$ cat config.mk
export PLATFORM = sky130hd
export DESIGN_NAME = lsu_dbus_ctrl
export DESIGN_NICKNAME = d
export VERILOG_FILES = /design/src/rtl/lsu_dbus_ctrl.sv
export SDC_FILE = /design/constraint.sdc
export NUM_CORES = 1
export LEC_CHECK = 0
export BUFFER_PORTS_ARGS = -buffer_cell sky130_fd_sc_hd__clkbuf_2
export CAP_MARGIN = 10
export CORE_ASPECT_RATIO = 0.6
export CORE_UTILIZATION = 54
export CTS_CLUSTER_DIAMETER = 150
export DETAILED_ROUTE_END_ITERATION = 10
export GPL_TIMING_DRIVEN = 0
export PLACE_DENSITY = 0.95
export SYNTH_ARGS = -nofsm -noshare
export SYNTH_HDL_FRONTEND = slang
export SYNTH_SLANG_ARGS = --single-unit
$ cat constraint.sdc
create_clock -name clk -period 4.9 [get_ports clk]
set_clock_uncertainty 0.2 [all_clocks]
set_input_delay 0.245 -clock clk [delete_from_list [all_inputs] [get_ports clk]]
set_output_delay 0.245 -clock clk [all_outputs]
set_load 0.03 [all_outputs]
$ cat src/rtl/lsu_dbus_ctrl.sv
// Load/store controller between the execute stage and the byte-banked data bus.
// Turns one byte/half/word access into a single-cycle bus request with byte
// lanes and replicated store data, waits for the ack (or a timeout), and
// returns sign/zero-extended load data with a one-cycle done pulse.
module lsu_dbus_ctrl #(
  parameter int XLEN           = 32,
  parameter int TIMEOUT_CYCLES = 16
) (
  input  logic            clk,
  input  logic            rst_n,
  input  logic            lsu_req,
  input  logic            lsu_we,
  input  logic [1:0]      lsu_size,
  input  logic            lsu_unsigned,
  input  logic [XLEN-1:0] lsu_addr,
  input  logic [XLEN-1:0] lsu_wdata,
  output logic            lsu_done,
  output logic            lsu_err,
  output logic [XLEN-1:0] lsu_rdata,
  output logic            lsu_stall,
  output logic            dbus_req,
  output logic            dbus_we,
  output logic [XLEN-1:0] dbus_addr,
  output logic [XLEN-1:0] dbus_wdata,
  output logic [3:0]      dbus_sel_byte,
  input  logic [XLEN-1:0] dbus_rdata,
  input  logic            dbus_ack
);

  localparam int CW = $clog2(TIMEOUT_CYCLES) + 1;

  typedef enum logic [1:0] {
    S_IDLE = 2'd0,
    S_REQ  = 2'd1,
    S_WAIT = 2'd2,
    S_RESP = 2'd3
  } state_t;

  state_t          state_r, state_nxt_s;
  logic            we_r;
  logic [1:0]      size_r;
  logic            uns_r;
  logic [XLEN-1:0] addr_r;
  logic [XLEN-1:0] wdata_r;
  logic            err_r;
  logic [XLEN-1:0] rdata_r;
  logic [CW-1:0]   cnt_r;
  logic [CW-1:0]   cnt_inc_s;
  logic            timeout_hit_s;
  logic            misaligned_s;

  // Size 11 is illegal; halves need an even address, words a 4-byte aligned one.
  function automatic logic is_misaligned(input logic [1:0] size, input logic [1:0] off);
    case (size)
      2'b00:   return 1'b0;
      2'b01:   return off[0];
      2'b10:   return |off;
      default: return 1'b1;
    endcase
  endfunction

  // Byte lanes touched by the access within the addressed word.
  function automatic logic [3:0] lane_sel(input logic [1:0] size, input logic [1:0] off);
    case (size)
      2'b00:   return 4'b0001 << off;
      2'b01:   return 4'b0011 << {off[1], 1'b0};
      2'b10:   return 4'b1111;
      default: return 4'b0000;
    endcase
  endfunction

  // Store data replicated across lanes so any selected lane carries the right bytes.
  function automatic logic [XLEN-1:0] lane_wdata(input logic [1:0] size, input logic [XLEN-1:0] w);
    case (size)
      2'b00:   return {(XLEN/8){w[7:0]}};
      2'b01:   return {(XLEN/16){w[15:0]}};
      default: return w;
    endcase
  endfunction

  // Right-align the addressed bytes of the bus word and extend to XLEN.
  function automatic logic [XLEN-1:0] load_extract(input logic [XLEN-1:0] word,
                                                   input logic [1:0] size,
                                                   input logic uns,
                                                   input logic [1:0] off);
    logic [XLEN-1:0] sh;
    sh = word >> {off, 3'b000};
    case (size)
      2'b00:   return {{(XLEN-8){~uns & sh[7]}}, sh[7:0]};
      2'b01:   return {{(XLEN-16){~uns & sh[15]}}, sh[15:0]};
      default: return sh;
    endcase
  endfunction

  assign misaligned_s  = is_misaligned(lsu_size, lsu_addr[1:0]);
  assign cnt_inc_s     = cnt_r + {{(CW-1){1'b0}}, 1'b1};
  assign timeout_hit_s = (cnt_inc_s == CW'(TIMEOUT_CYCLES - 1));
  assign lsu_stall     = lsu_req & ~lsu_done;

  // State register.
  always_ff @(posedge clk or negedge rst_n) begin
    if (!rst_n) begin
      state_r <= S_IDLE;
    end else begin
      state_r <= state_nxt_s;
    end
  end

  // Next-state logic; ack is only looked at in WAIT so stale acks are dropped.
  always_comb begin
    state_nxt_s = state_r;
    case (state_r)
      S_IDLE: begin
        if (lsu_req) begin
          state_nxt_s = misaligned_s ? S_RESP : S_REQ;
        end else begin
          state_nxt_s = S_IDLE;
        end
      end
      S_REQ:  state_nxt_s = S_WAIT;
      S_WAIT: begin
        if (dbus_ack || timeout_hit_s) begin
          state_nxt_s = S_RESP;
        end else begin
          state_nxt_s = S_WAIT;
        end
      end
      S_RESP:  state_nxt_s = S_IDLE;
      default: state_nxt_s = S_IDLE;
    endcase
  end

  // Operand capture, timeout counter, error flag and load-data latch.
  always_ff @(posedge clk or negedge rst_n) begin
    if (!rst_n) begin
      we_r    <= 1'b0;
      size_r  <= 2'b00;
      uns_r   <= 1'b0;
      addr_r  <= '0;
      wdata_r <= '0;
      err_r   <= 1'b0;
      rdata_r <= '0;
      cnt_r   <= '0;
    end else begin
      case (state_r)
        S_IDLE: begin
          if (lsu_req) begin
            we_r    <= lsu_we;
            size_r  <= lsu_size;
            uns_r   <= lsu_unsigned;
            addr_r  <= lsu_addr;
            wdata_r <= lsu_wdata;
            err_r   <= misaligned_s;
            rdata_r <= '0;
          end
        end
        S_REQ: cnt_r <= '0;
        S_WAIT: begin
          cnt_r <= cnt_inc_s;
          if (dbus_ack) begin
            rdata_r <= we_r ? '0 : load_extract(dbus_rdata, size_r, uns_r, addr_r[1:0]);
          end else if (timeout_hit_s) begin
            err_r <= 1'b1;
          end
        end
        default: ;
      endcase
    end
  end

  // Output decode from the registered state and captured operands.
  always_comb begin
    lsu_done      = 1'b0;
    lsu_err       = 1'b0;
    lsu_rdata     = '0;
    dbus_req      = 1'b0;
    dbus_we       = 1'b0;
    dbus_addr     = '0;
    dbus_wdata    = '0;
    dbus_sel_byte = 4'b0000;
    case (state_r)
      S_REQ, S_WAIT: begin
        dbus_req      = (state_r == S_REQ);
        dbus_we       = we_r;
        dbus_addr     = {addr_r[XLEN-1:2], 2'b00};
        dbus_wdata    = lane_wdata(size_r, wdata_r);
        dbus_sel_byte = lane_sel(size_r, addr_r[1:0]);
      end
      S_RESP: begin
        lsu_done  = 1'b1;
        lsu_err   = err_r;
        lsu_rdata = rdata_r;
      end
      default: ;
    endcase
  end

endmodule

==> flow_metrics.tcl <==
set metrics [dict create \
    status "completed" \
    fin_nets 943 \
    fp-row-count 28 \
    h-tree-depth 3 \
    final_area_um2 7964 \
    max_stage_delay_ps 420 \
    finalPower_mw 5.785 \
    drt_iter0_drc 472 \
    ant_nets 0 \
    synthCells 539 \
    avgSynthCellArea_um2 10.60 \
    synth-seq-cells 108 \
    ys_seq_area_share_pct 47.29 \
    cts-buffers-inserted 9 \
    setup_viol 0 \
    crit_chain "inv_1, ha_1, clkbuf_1, inv_2, buf_1, a21oi_1, clkbuf_2" \
    start_util_pct 56.84 \
    grt_max_degree 109 \
    rsz0062_at_grt "false" \
    crit_family "buffers and inverters" \
    worst_setup_path_end_kind "output pin" \
    port-buffer-count 206 \
    worstPathRequired_ps 4450 \
    crit_fanout 10 \
    vdd_ir_drop_max_uv 545.2 \
    clock.fmax_mhz 335.2 \
    dp_hpwl_mm 12.43 \
    cts_tree "done" \
    clockBufferDepth 2 \
    clk_latency_ps 350 \
    die_h_um 81.69 \
    grt_use_total_pct 34.25 \
    drtPass1Iterations 6 \
    finalHoldViolations 0 \
    synthArstFlopShare_pct 100.0 \
    hold_path.class "input port to flip-flop" \
    drc 0 \
    yosys_most_used_dff "dfrtp_1" \
    ys_warn_count 0 \
    placed_cell_area_um2 6928 \
    tightest_slew_ps 845.1 \
    maxCapViolCount 0 \
    clkTransAtPathRegs_ps 70 \
    start_kind "flip-flop" \
    vias_per_cell 5.617 \
    num_vias 5460 \
    grt_overflow_total 0 \
    clock-sinks 108 \
    boundaryPins 209 \
    area_growth_pct 39.34 \
    power_density_nw_per_um2 726.3 \
    slew_headroom_pct 43.66 \
    cts-root-buf "clkbuf_16" \
    path_buf_inv 5 \
    critPathSlowestCell "clkbuf_1" \
    post_drt_wl_per_cell_um 18.77 \
    grt_pass1_vias 5586 \
    synthesis.area_um2 5715 \
    arrival_ps 2540 \
    gp_congestion 0.9424 \
    die_area_um2 11010 \
    p_leak_nw 3.942 \
    fin_hold_ws_ps 14.95 \
    fin_crit_ps 2984 \
    core_area_um2 10050 \
    finalCritPeriodShare_pct 60.89 \
    drive_gt1_share_pct 37.28 \
    diodes 0 \
    synth.distinct_cells 42 \
    antenna_found_initial 0 \
    slew_viol_final 0 \
    wl_mm 18.24 \
    tns_ps 0 \
    synth_edf_count 0 \
    die_w_um 134.8 \
    path_class "flip-flop to output pin" \
    grt_pass1_wl_mm 28.17 \
]
tightest hold or removal path: stages:
cell	delay [ps]
clkbuf_2	100
nor3b_1	50
nand3_1	80
a2bb2oi_1	60
synthesized netlist by cell type (11+ instances only):
master    instances  area (um2)
and2_1           72       450.4
clkbuf_1         21       78.83
mux2_2           77       867.1
buf_1            11       41.29
nor2_1           35       131.4
a21oi_1          36       180.2
mux2i_1          33       330.3
dfrtp_1         108        2703
a221o_1          16       160.2
nand2_1          37       138.9
o21ai_0          27       135.1
sequential cells by signal, summed over array words and instances, names as in the netlist:
name,cells
addr_r,32
we_r,1
size_r,2
cnt_r,5
uns_r,1
wdata_r,32
state_r,2
err_r,1
rdata_r,32
metrics by stage:
| stage | cells | setup WS (ps) | util (%) |
|---|---|---|---|
| 2_1_floorplan | 540 | 2685 | - |
| 3_3_place_gp | 881 | 1978 | 68.82 |
| 3_5_place_dp | 881 | 2296 | 68.90 |
| 4_1_cts | 972 | 1914 | 79.21 |
| 5_1_grt | 972 | 1760 | 79.21 |
| 6_report | 972 | 1916 | 79.21 |
metal layers:
layer,track usage [%],up-vias,wire length [um],share of wire [%]
met4,11.80,0,406,2.2
li1,-,2448,-,-
met2,59.02,298,8712,48
met1,42.67,2663,7520,41
met5,0,-,0,0
met3,8.519,51,1602,8.8
final timing paths:
path                            startpoint             end  slack, ps  cells after the start
max in group asynchronous            rst_n     rdata_r[30]       3550                      2
worst max-delay path            state_r[0]  dbus_wdata[14]       1920                      7
worst min register to register  rdata_r[4]      rdata_r[4]        280                      2
min in group asynchronous            rst_n      rdata_r[2]        360                      2
worst min-delay path              dbus_ack           err_r         10                      4
worst max register to register  state_r[0]     rdata_r[31]       2350                      7
cell usage in the layout, fill, tap and decap left out, drive strengths merged, types with 2 or more instances in the layout:
master	n
clkbuf	237
dfrtp	108
mux2	77
dlygate4sd3	76
and2	72
nand2	37
a21oi	36
nor2	36
mux2i	33
o21ai	27
buf	18
a221o	16
inv	11
nand3b	8
ha	6
nand2b	5
nand3	4
a22o	3
clkinv	3
o22ai	2
nor2b	2
a31oi	2
conb	2
or2	2
nor3	2
nor3b	2
layout make-up:
type                    count  area (um2)
plain buffers              39       172.7
clock buffers              10       239.0
clock inverters             5       36.28
fillers                   628        2091
inverters                   9       33.78
multi-input cells         384        2810
flip-flops and latches    108        2703
well taps                 135       168.9
repair buffers            282        1800
where the power goes:
part	total, mW	switching, mW	internal, mW	leakage [nW]
registers	1.57	0.279	1.29	1.35
clock network	0.688	0.329	0.359	0.139
logic	3.52	2.30	1.22	2.46
kinds of logic after synthesis:
family	count (synthesis)	synth area share, %
xor gates and xnor gates	1	0.1533
muxes	111	21.34
AOI/OAI and AO/OA	92	10.14
DFF	108	47.29
adders and majority gates	6	1.313
buffers and inverters	48	3.612
other	1	0.06561
and+or+nand+nor	172	16.09
timing repair:
| action | CTS | global route |
|---|---|---|
| resized for setup | 0 | 0 |
| buffers inserted | 0 | 0 |
| hold buffers | 76 | 0 |
| hold endpoints to repair | 183 | 0 |
No activity file was read; power rests on OpenSTA's default activity.
